--- config.mk ---
export PLATFORM = sky130hd
export DESIGN_NAME = jtag_stream_rx
export DESIGN_NICKNAME = d
export VERILOG_FILES = /design/src/rtl/jtag_stream_pkg.sv /design/src/rtl/jtag_readback_sr.sv /design/src/rtl/jtag_stream_rx.sv
export SDC_FILE = /design/constraint.sdc
export NUM_CORES = 1
export LEC_CHECK = 0
export BUFFER_PORTS_ARGS = -buffer_cell sky130_fd_sc_hd__buf_4
export CORE_MARGIN = 4
export CORE_UTILIZATION = 45
export CTS_CLUSTER_SIZE = 30
export DETAILED_ROUTE_END_ITERATION = 8
export GPL_TIMING_DRIVEN = 1
export PLACE_DENSITY = 0.68
export SLEW_MARGIN = 40
export SYNTH_ARGS = -nofsm -noshare
export SYNTH_HDL_FRONTEND = slang
export SYNTH_HIERARCHICAL = 1
export SYNTH_SLANG_ARGS = --single-unit
--- constraint.sdc ---
create_clock -name tck -period 2.5 [get_ports tck]
set_input_delay 0.25 -clock tck [delete_from_list [all_inputs] [get_ports tck]]
set_output_delay 0.25 -clock tck [all_outputs]
set_load 0.01 [all_outputs]
--- src/rtl/jtag_stream_pkg.sv ---
// -----------------------------------------------------------------------------
// jtag_stream_pkg
// Shared types and helpers for the JTAG user-DR stream receiver.
//   jtag_state_e : TAP-tracking FSM states (IDLE / CAPTURED / SHIFTING)
//   frame_bits() : serial frame width, including the optional parity bit
//   even_parity(): XOR reduction over a zero-extended frame
// Optional feature macro: JTAG_STREAM_RX_PARITY_EN (adds one parity bit per frame).
// -----------------------------------------------------------------------------
package jtag_stream_pkg;

  typedef enum logic [1:0] {
    ST_IDLE      = 2'd0,
    ST_CAPTURED  = 2'd1,
    ST_SHIFTING  = 2'd2
  } jtag_state_e;

`ifdef JTAG_STREAM_RX_PARITY_EN
  localparam int PARITY_BITS = 1;
`else
  localparam int PARITY_BITS = 0;
`endif

  // Widest frame the parity helper accepts.
  localparam int MAX_FRAME_BITS = 64;

  // Frame = {parity?, valid, chan, data}.
  function automatic int frame_bits(input int data_width, input int chan_width);
    return data_width + chan_width + 1 + PARITY_BITS;
  endfunction

  // Returns 1 when the vector holds an odd number of ones.
  function automatic logic even_parity(input logic [MAX_FRAME_BITS-1:0] vec);
    return ^vec;
  endfunction

endpackage

--- src/rtl/jtag_readback_sr.sv ---
// -----------------------------------------------------------------------------
// jtag_readback_sr
// Capture-load / shift-right / zero-fill register. Its LSB is the serial output,
// so after WIDTH shifts the output reads 0 until the next load.
// Ports:
//   i_clk, i_rst_n : clock, asynchronous active-low reset
//   i_load         : load i_din (has priority over i_shift)
//   i_shift        : shift right by one, zero fill at the MSB
//   i_din [WIDTH]  : parallel load value
//   o_sout         : current LSB
// -----------------------------------------------------------------------------
module jtag_readback_sr #(
  parameter int WIDTH = 32
) (
  input  logic             i_clk,
  input  logic             i_rst_n,
  input  logic             i_load,
  input  logic             i_shift,
  input  logic [WIDTH-1:0] i_din,
  output logic             o_sout
);

  logic [WIDTH-1:0] r_sr;

  // Load on capture, otherwise shift out LSB first with zero fill.
  always_ff @(posedge i_clk or negedge i_rst_n) begin
    if (!i_rst_n) begin
      r_sr <= '0;
    end else if (i_load) begin
      r_sr <= i_din;
    end else if (i_shift) begin
      r_sr <= r_sr >> 1;
    end else begin
      r_sr <= r_sr;
    end
  end

  assign o_sout = r_sr[0];

endmodule

--- src/rtl/jtag_stream_rx.sv ---
// -----------------------------------------------------------------------------
// jtag_stream_rx
// JTAG user-DR stream receiver clocked by tck. De-serialises a continuous TDI
// stream into frames {parity?, valid, chan, data} (LSB first) and emits one
// word per valid frame without needing an Update-DR per word. A result word is
// captured on Capture-DR and shifted out on tdo.
// Ports:
//   tck, rst_n           : JTAG clock, asynchronous active-low reset
//   test_logic_reset     : TAP in Test-Logic-Reset (synchronous clear)
//   ir_is_user           : qualifies every TAP event below
//   capture_dr/shift_dr/update_dr : TAP state decodes
//   tdi / tdo            : serial in / readback out
//   result               : value loaded into the readback register
//   out_valid/out_chan/out_data : one-cycle word strobe with channel and payload
//   frame_count          : valid frames emitted, saturating
//   partial_frame_err    : sticky, Update-DR seen mid-frame
//   parity_err_count     : frames dropped for bad parity, saturating (0 if off)
// Optional feature macro: JTAG_STREAM_RX_PARITY_EN.
// -----------------------------------------------------------------------------
module jtag_stream_rx #(
  parameter int DATA_WIDTH   = 8,
  parameter int CHAN_WIDTH   = 2,
  parameter int RESULT_WIDTH = 32,
  parameter int COUNT_WIDTH  = 16
) (
  input  logic                    tck,
  input  logic                    rst_n,
  input  logic                    test_logic_reset,
  input  logic                    ir_is_user,
  input  logic                    capture_dr,
  input  logic                    shift_dr,
  input  logic                    update_dr,
  input  logic                    tdi,
  output logic                    tdo,
  input  logic [RESULT_WIDTH-1:0] result,
  output logic                    out_valid,
  output logic [CHAN_WIDTH-1:0]   out_chan,
  output logic [DATA_WIDTH-1:0]   out_data,
  output logic [COUNT_WIDTH-1:0]  frame_count,
  output logic                    partial_frame_err,
  output logic [7:0]              parity_err_count
);

  import jtag_stream_pkg::*;

  localparam int FRAME_BITS = frame_bits(DATA_WIDTH, CHAN_WIDTH);
  localparam int CNT_W      = $clog2(FRAME_BITS);
  localparam int VALID_IDX  = DATA_WIDTH + CHAN_WIDTH;
  localparam logic [CNT_W-1:0] LAST_BIT = CNT_W'(FRAME_BITS - 1);

  jtag_state_e             r_state;
  jtag_state_e             w_state_nxt;
  logic                    w_armed;

  logic [CNT_W-1:0]        r_bit_cnt;
  // Holds the FRAME_BITS-1 bits received so far; the completing bit comes from tdi.
  logic [FRAME_BITS-2:0]   r_frame_sr;
  logic [FRAME_BITS-1:0]   w_frame;

  logic                    w_tlr;
  logic                    w_cap;
  logic                    w_upd;
  logic                    w_shift;
  logic                    w_shift_en;
  logic                    w_frame_done;
  logic                    w_parity_ok;
  logic                    w_frame_keep;
  logic                    w_rb_sout;

  logic                    r_out_valid;
  logic [CHAN_WIDTH-1:0]   r_out_chan;
  logic [DATA_WIDTH-1:0]   r_out_data;
  logic [COUNT_WIDTH-1:0]  r_frame_count;
  logic                    r_partial_err;

  // Event decode; priority is TLR > capture > update > shift, and capture
  // beats a simultaneous shift.
  assign w_tlr   = ir_is_user & test_logic_reset;
  assign w_cap   = ir_is_user & capture_dr & ~w_tlr;
  assign w_upd   = ir_is_user & update_dr & ~w_tlr & ~w_cap;
  assign w_shift = ir_is_user & shift_dr & ~capture_dr & ~w_tlr & ~w_upd;

  // Bits only count once the DR has been captured.
  assign w_shift_en   = w_shift & w_armed;
  assign w_frame      = {tdi, r_frame_sr};
  assign w_frame_done = w_shift_en & (r_bit_cnt == LAST_BIT);

`ifdef JTAG_STREAM_RX_PARITY_EN
  assign w_parity_ok = ~even_parity(MAX_FRAME_BITS'(w_frame));
`else
  assign w_parity_ok = 1'b1;
`endif

  assign w_frame_keep = w_frame_done & w_frame[VALID_IDX] & w_parity_ok;

  // FSM state register.
  always_ff @(posedge tck or negedge rst_n) begin
    if (!rst_n) begin
      r_state <= ST_IDLE;
    end else begin
      r_state <= w_state_nxt;
    end
  end

  // FSM next-state logic.
  always_comb begin
    w_state_nxt = r_state;
    if (w_tlr) begin
      w_state_nxt = ST_IDLE;
    end else if (w_cap) begin
      w_state_nxt = ST_CAPTURED;
    end else if (w_upd) begin
      w_state_nxt = ST_IDLE;
    end else begin
      case (r_state)
        ST_IDLE:     w_state_nxt = ST_IDLE;
        ST_CAPTURED: w_state_nxt = w_shift ? ST_SHIFTING : ST_CAPTURED;
        ST_SHIFTING: w_state_nxt = ST_SHIFTING;
        default:     w_state_nxt = ST_IDLE;
      endcase
    end
  end

  // FSM outputs: shifting is enabled in CAPTURED and SHIFTING.
  always_comb begin
    w_armed = 1'b0;
    case (r_state)
      ST_IDLE:     w_armed = 1'b0;
      ST_CAPTURED: w_armed = 1'b1;
      ST_SHIFTING: w_armed = 1'b1;
      default:     w_armed = 1'b0;
    endcase
  end

  // Bit counter and frame shifter; TLR, capture and update all realign to bit 0.
  always_ff @(posedge tck or negedge rst_n) begin
    if (!rst_n) begin
      r_bit_cnt  <= '0;
      r_frame_sr <= '0;
    end else if (w_tlr || w_cap || w_upd) begin
      r_bit_cnt  <= '0;
      r_frame_sr <= '0;
    end else if (w_shift_en) begin
      r_frame_sr <= w_frame[FRAME_BITS-1:1];
      r_bit_cnt  <= (r_bit_cnt == LAST_BIT) ? '0 : r_bit_cnt + CNT_W'(1);
    end else begin
      r_bit_cnt  <= r_bit_cnt;
      r_frame_sr <= r_frame_sr;
    end
  end

  // Word output: strobe for one cycle, data/chan hold between strobes.
  always_ff @(posedge tck or negedge rst_n) begin
    if (!rst_n) begin
      r_out_valid   <= 1'b0;
      r_out_chan    <= '0;
      r_out_data    <= '0;
      r_frame_count <= '0;
    end else begin
      r_out_valid <= w_frame_keep;
      if (w_frame_keep) begin
        r_out_data <= w_frame[DATA_WIDTH-1:0];
        r_out_chan <= w_frame[VALID_IDX-1:DATA_WIDTH];
        if (r_frame_count != {COUNT_WIDTH{1'b1}}) begin
          r_frame_count <= r_frame_count + COUNT_WIDTH'(1);
        end else begin
          r_frame_count <= r_frame_count;
        end
      end else begin
        r_out_data    <= r_out_data;
        r_out_chan    <= r_out_chan;
        r_frame_count <= r_frame_count;
      end
    end
  end

  // Sticky flag: Update-DR arrived with a partially received frame.
  always_ff @(posedge tck or negedge rst_n) begin
    if (!rst_n) begin
      r_partial_err <= 1'b0;
    end else if (w_upd && (r_bit_cnt != '0)) begin
      r_partial_err <= 1'b1;
    end else begin
      r_partial_err <= r_partial_err;
    end
  end

`ifdef JTAG_STREAM_RX_PARITY_EN
  logic [7:0] r_parity_err_cnt;

  // Count frames dropped for parity mismatch, saturating at 255.
  always_ff @(posedge tck or negedge rst_n) begin
    if (!rst_n) begin
      r_parity_err_cnt <= 8'd0;
    end else if (w_frame_done && !w_parity_ok && (r_parity_err_cnt != 8'hFF)) begin
      r_parity_err_cnt <= r_parity_err_cnt + 8'd1;
    end else begin
      r_parity_err_cnt <= r_parity_err_cnt;
    end
  end

  assign parity_err_count = r_parity_err_cnt;
`else
  assign parity_err_count = 8'd0;
`endif

  jtag_readback_sr #(
    .WIDTH (RESULT_WIDTH)
  ) u_readback (
    .i_clk   (tck),
    .i_rst_n (rst_n),
    .i_load  (w_cap),
    .i_shift (w_shift_en),
    .i_din   (result),
    .o_sout  (w_rb_sout)
  );

  // tdo comes straight from the register so it is stable before the TAP's falling-edge sample.
  assign tdo               = ir_is_user ? w_rb_sout : 1'b0;
  assign out_valid         = r_out_valid;
  assign out_chan          = r_out_chan;
  assign out_data          = r_out_data;
  assign frame_count       = r_frame_count;
  assign partial_frame_err = r_partial_err;

endmodule
==> flow_summary.yaml, run 1 <==
clocking:
  clockBufferDepth: 2
  tritoncts: "yes"
  ctsResizeCount: 0
  post-cts-setup-buffers: 0
  numCtsBuffers: 9
  cts_num_sinks: 76
  cts.clk_slew.worst_paths_ns: 0.08
  h-tree-depth: 3
  cts_hold_buffers: 1
  root_buffer: "clkbuf_8"
  insertion_delay_ns: 0.34
floorplanning:
  die_area_sq_um: 9460
  die_w_um: 97.3
  io_pins: 77
  initial_core_util: 0.464
  dieHeight_um: 97.3
  core_sq_um: 7730
  rows: 32
critical_path:
  crit_path_max_incr_delay_ns: 0.41
  cp.arrival_ns: 2.28
  crit_start: "r_bit_cnt[0]"
  timing.rr.start: "r_bit_cnt[0]"
  startpoint_type: "flip-flop"
  required_ns: 2.76
  path_class: "flip-flop to flip-flop"
  reg2reg_to: "frame_count[4]"
  reg2reg_depth: 7
  ff2ff_setup_slack_ns: 0.49
  end_kind: "flip-flop"
  critPathMaxFanout: 9
  crit_chain: "inv_1 > ha_1 > and4b_1 > and4_1 > o21a_1 > and4_4 > xor2_1"
  critical_path.slowest_cell: "dfrtp_1"
sta:
  whs_ns: 0.127
  slew-limit-headroom: 0.548
  finalSetupTns_ns: 0
  min_period_ns: 2.01
  fin_skew_ns: 0.0137
  rsz0062_at_grt: "false"
  setup_ws_ns: 0.487
  hold_violations: 0
  fmax_ghz: 0.497
  setup_violations: 0
  final_max_slew_viol_count: 0
  fin_crit_sh: 0.805
  worst_pin_slew_ns: 0.678
routing:
  num_vias: 2516
  wl_per_cell_um: 13.4
  drtPass1Iterations: 4
  drt_iter0_drc: 112
  totalWireLength_mm: 6.74
  drc_errors: 0
  ant_nets: 0
  vias_per_cell: 5.01
power_and_ir_drop:
  p_clk_frac: 0.368
  total_power_uw: 2530
  ir_drop_mv: 0.268
  cellInternalPower_uw: 1940
  switching_power_uw: 585
  power-per-cell-area_nw_per_um2: 586
  p_sw_frac: 0.232
  seqPwrFrac: 0.541
  p_leak_uw: 0.00202
  p_comb_frac: 0.091
placed_design:
  numPortBuffers: 68
  place_ws_ns: 0.467
  gp_congestion: 0.802
  hpwl_mm: 4.72
yosys:
  synthCells: 329
  synth_area_sq_um: 3580
  ys_warn_count: 6
  ys_ff_latch: 76
  ys_types: 44
  synth.yosys.seq_area_share: 0.531
  synth-async-reset-ratio: 1.00
  syn_avg_cell_area_sq_um: 10.9
  synth_edf_count: 0
  synth-main-ff-cell: "dfrtp_1"
global_routing:
  grt_max_degree: 77
  grt_pass1_wl_mm: 11.4
  first_global_vias: 2486
  track_usage: 0.146
  gr-total-overflow: 0
  antenna_found_initial: 0
min_path:
  min_path_cells: 3
  hold_end: "u_readback/r_sr[21]"
  hp-start: "result[21]"
  hp-class: "input port to flip-flop"
cells_and_area:
  final_nets: 442
  regArea_sq_um: 1900
  layout-drive-gt1-share: 0.270
  multiInputGateArea_sq_um: 1480
  finish.utilization: 0.558
  areaGrowthSynthToFinish_pct: 20.3
  antennaDiodeCount: 0
  fillCellCount: 680
flow_run:
  maxCapViolCount: 0
status:
  status: "finished, final reports clean"
cells in the mapped netlist (7+ instances only):
cell     instances  area [sq um]
mux2i_1         32           320
o21ai_1         27           135
nor2_1           9          33.8
dfrtp_1         76          1900
a21oi_1         14          70.1
mux2_2          10           113
buf_4            9          67.6
xnor2_1         10          87.6
inv_1            7          26.3
nand2_1         61           229
buf_2            8          40.0
worst max-delay path: cells and delay by family (launching register included):
family	cells	cell delay, ns
DFF	1	0.41
xor gates and xnor gates	1	0.15
buffers and inverters	1	0.11
adders and majority gates	1	0.19
AOI/OAI and AO/OA	1	0.36
and+or+nand+nor	3	0.75
metal layers:
metal,wire length [um],GRT usage,vias up
li1,-,-,1241
met1,2930,0.176,1215
met2,3430,0.249,51
met3,292,0.0359,9
met4,78,0.0575,0
met5,0,0,-
layout make-up:
cell class	instances	share of cell area
clock inverter	4	0.0113
inverter	7	0.00609
multi-input combinational	228	0.344
timing repair buffer	74	0.133
tap	102	0.0296
clock buffer	11	0.0351
sequential	76	0.441
power by group through the flow:
| stage | clock, uW | sequential, uW | combinational, uW |
|---|---|---|---|
| final | 929 | 1370 | 231 |
| after global routing | 1010 | 1380 | 262 |
| after CTS | 958 | 1370 | 236 |
| after detailed placement | 0 | 1390 | 234 |
| after global placement | 0 | 1390 | 228 |
| after floorplan | 0 | 1380 | 142 |
layout by cell type (no fill, tap or decap), types with 2 or more instances in the layout:
cell type / netlist / routed
a21oi_1: 14 / 14
and2_1: 5 / 4
and3_1: 5 / 5
and4_1: 2 / 2
buf_4: 9 / 71
clkbuf_8: 0 / 11
clkinv_2: 0 / 2
conb_1: 1 / 8
dfrtp_1: 76 / 76
ha_1: 6 / 6
inv_1: 7 / 6
mux2_2: 10 / 10
mux2i_1: 32 / 32
nand2_1: 61 / 61
nand3_1: 3 / 3
nand4_1: 6 / 6
nor2_1: 9 / 9
nor3_1: 2 / 2
o21ai_0: 2 / 2
o21ai_1: 27 / 27
o21ai_2: 3 / 3
xnor2_1: 10 / 10
xor2_1: 5 / 5
flip-flops by register name (all words and copies together) (netlist names):
register,flops
r_frame_sr,10
u_readback/r_sr,32
out_chan,2
r_bit_cnt,4
out_valid,1
partial_frame_err,1
r_state,2
out_data,8
frame_count,16
cells by family (layout without fill, tap and decap cells):
family                     Yosys count  after routing  synth area share
other                                1              8           0.00105
adders and majority gates            6              6            0.0209
and+or+nand+nor                    102            102             0.136
AOI/OAI and AO/OA                   54             54            0.0859
buffers and inverters               32             96            0.0635
muxes                               43             43             0.125
xor gates and xnor gates            15             15            0.0366
DFF                                 76             76             0.531
through the flow:
| stage | std cells | cell area [sq um] |
|---|---|---|
| 6_report | 502 | 4310 |
| 3_3_place_gp | 486 | 4100 |
| 2_1_floorplan | 336 | 3610 |
| 4_1_cts | 502 | 4310 |
| 3_5_place_dp | 486 | 4100 |
| 5_1_grt | 502 | 4310 |
how the worst max path moves through the flow:
stage	end	slack, ns	depth (start not counted)
floorplan	u_readback/r_sr[6]	0.43	10
global placement	frame_count[4]	0.55	7
detailed placement	frame_count[4]	0.47	7
CTS	frame_count[4]	0.46	7
global route	frame_count[4]	0.31	7
finish	frame_count[4]	0.49	7
No activity file was read; power rests on OpenSTA's default activity.
==> run 2: changes to the inputs <==
- PLACE_DENSITY: 0.68 -> 0.71
- clock period: 2.5 -> 1.6 ns (I/O delays scaled with it)
==> flow_summary.yaml, run 2 (same netlist as run 1, synthesis figures left out) <==
status:
  status: "finished, violations left"
  failed_checks: "setup timing"
min_path:
  hold_end: "u_readback/r_sr[21]"
  hp-class: "input port to flip-flop"
  min_path_cells: 3
  hp-start: "result[21]"
placed_design:
  gp_congestion: 0.763
  placed_area_sq_um: 4460
  place_ws_ns: -0.274
  hpwl_mm: 5.48
  numPortBuffers: 68
power_and_ir_drop:
  switching_power_uw: 1030
  cellInternalPower_uw: 3060
  power-per-cell-area_nw_per_um2: 801
  p_leak_uw: 0.00239
  p_clk_frac: 0.369
  p_sw_frac: 0.252
  ir_drop_mv: 0.588
  p_comb_frac: 0.106
  seqPwrFrac: 0.525
cells_and_area:
  areaGrowthSynthToFinish_pct: 42.6
  finish.utilization: 0.661
  layout-drive-gt1-share: 0.430
  antennaDiodeCount: 0
  largest_register_ffs: 32
  final_nets: 497
  layout_commonest_cell: "buf_4"
  largest_register: "u_readback/r_sr"
  layout_common_cells: "107 x buf_4, 76 x dfrtp_1, 56 x nand2_1, 28 x mux2i_1, 28 x o21ai_1"
  finalInstanceArea_sq_um: 5110
sta:
  fmax_ghz: 0.555
  worst_pin_slew_ns: 0.770
  setup_ws_ns: -0.203
  hold_violations: 0
  setup_violations: 68
  min_period_ns: 1.80
  finalSetupTns_ns: -7.44
  whs_ns: 0.0263
  final_max_slew_viol_count: 0
  slew-limit-headroom: 0.487
  fin_crit_sh: 1.13
  fin_skew_ns: 0.0109
  rsz0062_at_grt: "true"
clocking:
  numCtsBuffers: 9
  h-tree-depth: 3
  insertion_delay_ns: 0.34
  clockBufferDepth: 2
  cts.clk_slew.worst_paths_ns: 0.09
  root_buffer: "clkbuf_8"
  tritoncts: "yes"
  cts_num_sinks: 76
critical_path:
  cp.buffers_inverters: 2
  cpMostUsedCell: "and4_4"
  path_class: "flip-flop to flip-flop"
  startpoint_type: "flip-flop"
  timing.rr.start: "r_bit_cnt[0]"
  required_ns: 1.87
  crit_path_max_incr_delay_ns: 0.40
  crit_chain: "inv_2 > ha_4 > and4b_1 > and4_4 > o21a_1 > buf_12 > and4_4 > xor2_1"
  crit_family: "simple AND/OR/NAND/NOR gates"
  reg2reg_depth: 8
  end_kind: "flip-flop"
  ff2ff_setup_slack_ns: -0.20
  critPathMaxFanout: 8
  critical_path.slowest_cell: "dfrtp_1"
  cp.arrival_ns: 2.07
  reg2reg_to: "frame_count[4]"
routing:
  totalWireLength_mm: 8.56
  drtPass1Iterations: 4
  wl_per_cell_um: 15.3
  drt_iter0_drc: 91
  vias_per_cell: 5.05
  drc_errors: 0
  num_vias: 2816
  ant_nets: 0
global_routing:
  met3_usage: 0.0495
  antenna_found_initial: 0
  met2_usage: 0.297
  first_global_vias: 2886
  track_usage: 0.180
  grt_pass1_wl_mm: 13.8
  gr-total-overflow: 0
  globalRouteMet1Util: 0.224
  grt_max_degree: 45
  top_usage_layer: "met2"
floorplanning:
  rows: 32
  die_w_um: 97.3
  dieHeight_um: 97.3
  initial_core_util: 0.464
  io_pins: 77
  die_area_sq_um: 9460
  core_sq_um: 7730
flow_run:
  maxCapViolCount: 0
[run 2: changes by cell type in the layout (fill, tap and decap cells not counted), moves of 4 or more]
cell / before / now
mux2i_1: 32 / 28
buf_6: 1 / 9
mux2_4: 1 / 6
buf_4: 71 / 107
a21oi_1: 14 / 6
mux2_2: 10 / 5
nand2_1: 61 / 56
buf_12: 1 / 8
a21oi_2: 0 / 8
nand2_2: 0 / 4
[run 2: stage by stage]
stage | instances | power, uW
final | 558 | 4090
after global routing | 558 | 4290
after CTS | 548 | 4100
after detailed placement | 522 | 2570
after global placement | 522 | 2550
after floorplan | 336 | 2380
[run 2: layout make-up]
cell class	instances	area [sq um]
well taps	102	128
fillers	611	2620
repair buffers	129	1170
multi-input cells	228	1670
inverters	7	33.8
flip-flops and latches	76	1900
clock inverters	6	71.3
clock buffers	10	138
[run 2: worst register-to-register path: stages, from the launching register on]
cell	delay (ns)
dfrtp_1	0.40
inv_2	0.08
ha_4	0.14
and4b_1	0.21
and4_4	0.26
o21a_1	0.18
buf_12	0.13
and4_4	0.20
xor2_1	0.13
[run 2: worst max-delay path by stage]
stage                             from                   to  slack, ns  depth (start not counted)
after floorplan             r_state[0]   u_readback/r_sr[6]      -0.21                         10
after global placement      r_state[0]       frame_count[4]      -0.23                          8
after detailed placement    r_state[0]       frame_count[4]      -0.27                          8
after CTS                   r_state[1]       frame_count[4]      -0.21                          7
after global routing        r_state[0]  u_readback/r_sr[10]      -0.29                         10
final                     r_bit_cnt[0]       frame_count[4]      -0.20                          8
[run 2: per-layer routing]
metal	part of all wire	vias to the layer above	wire [um]
met5	0	-	0
met4	0.021	0	182
met3	0.051	17	441
met2	0.50	79	4300
met1	0.43	1359	3640
li1	-	1361	-
[run 2: timing repair]
item                       in CTS  in global routing
setup buffers                   6                 11
gates cloned                    3                  1
hold buffers                    1                  0
gates resized for setup        29                 33
setup endpoints to repair      71                 71
hold endpoints to repair       32                  0
pin swaps                      17                  8
[run 2: power groups by stage]
stage	logic (uW)	registers (uW)	clock network (uW)
after floorplan	224	2150	0
after global placement	378	2170	0
after detailed placement	390	2180	0
after CTS	412	2140	1550
after global routing	493	2170	1630
final	434	2150	1510
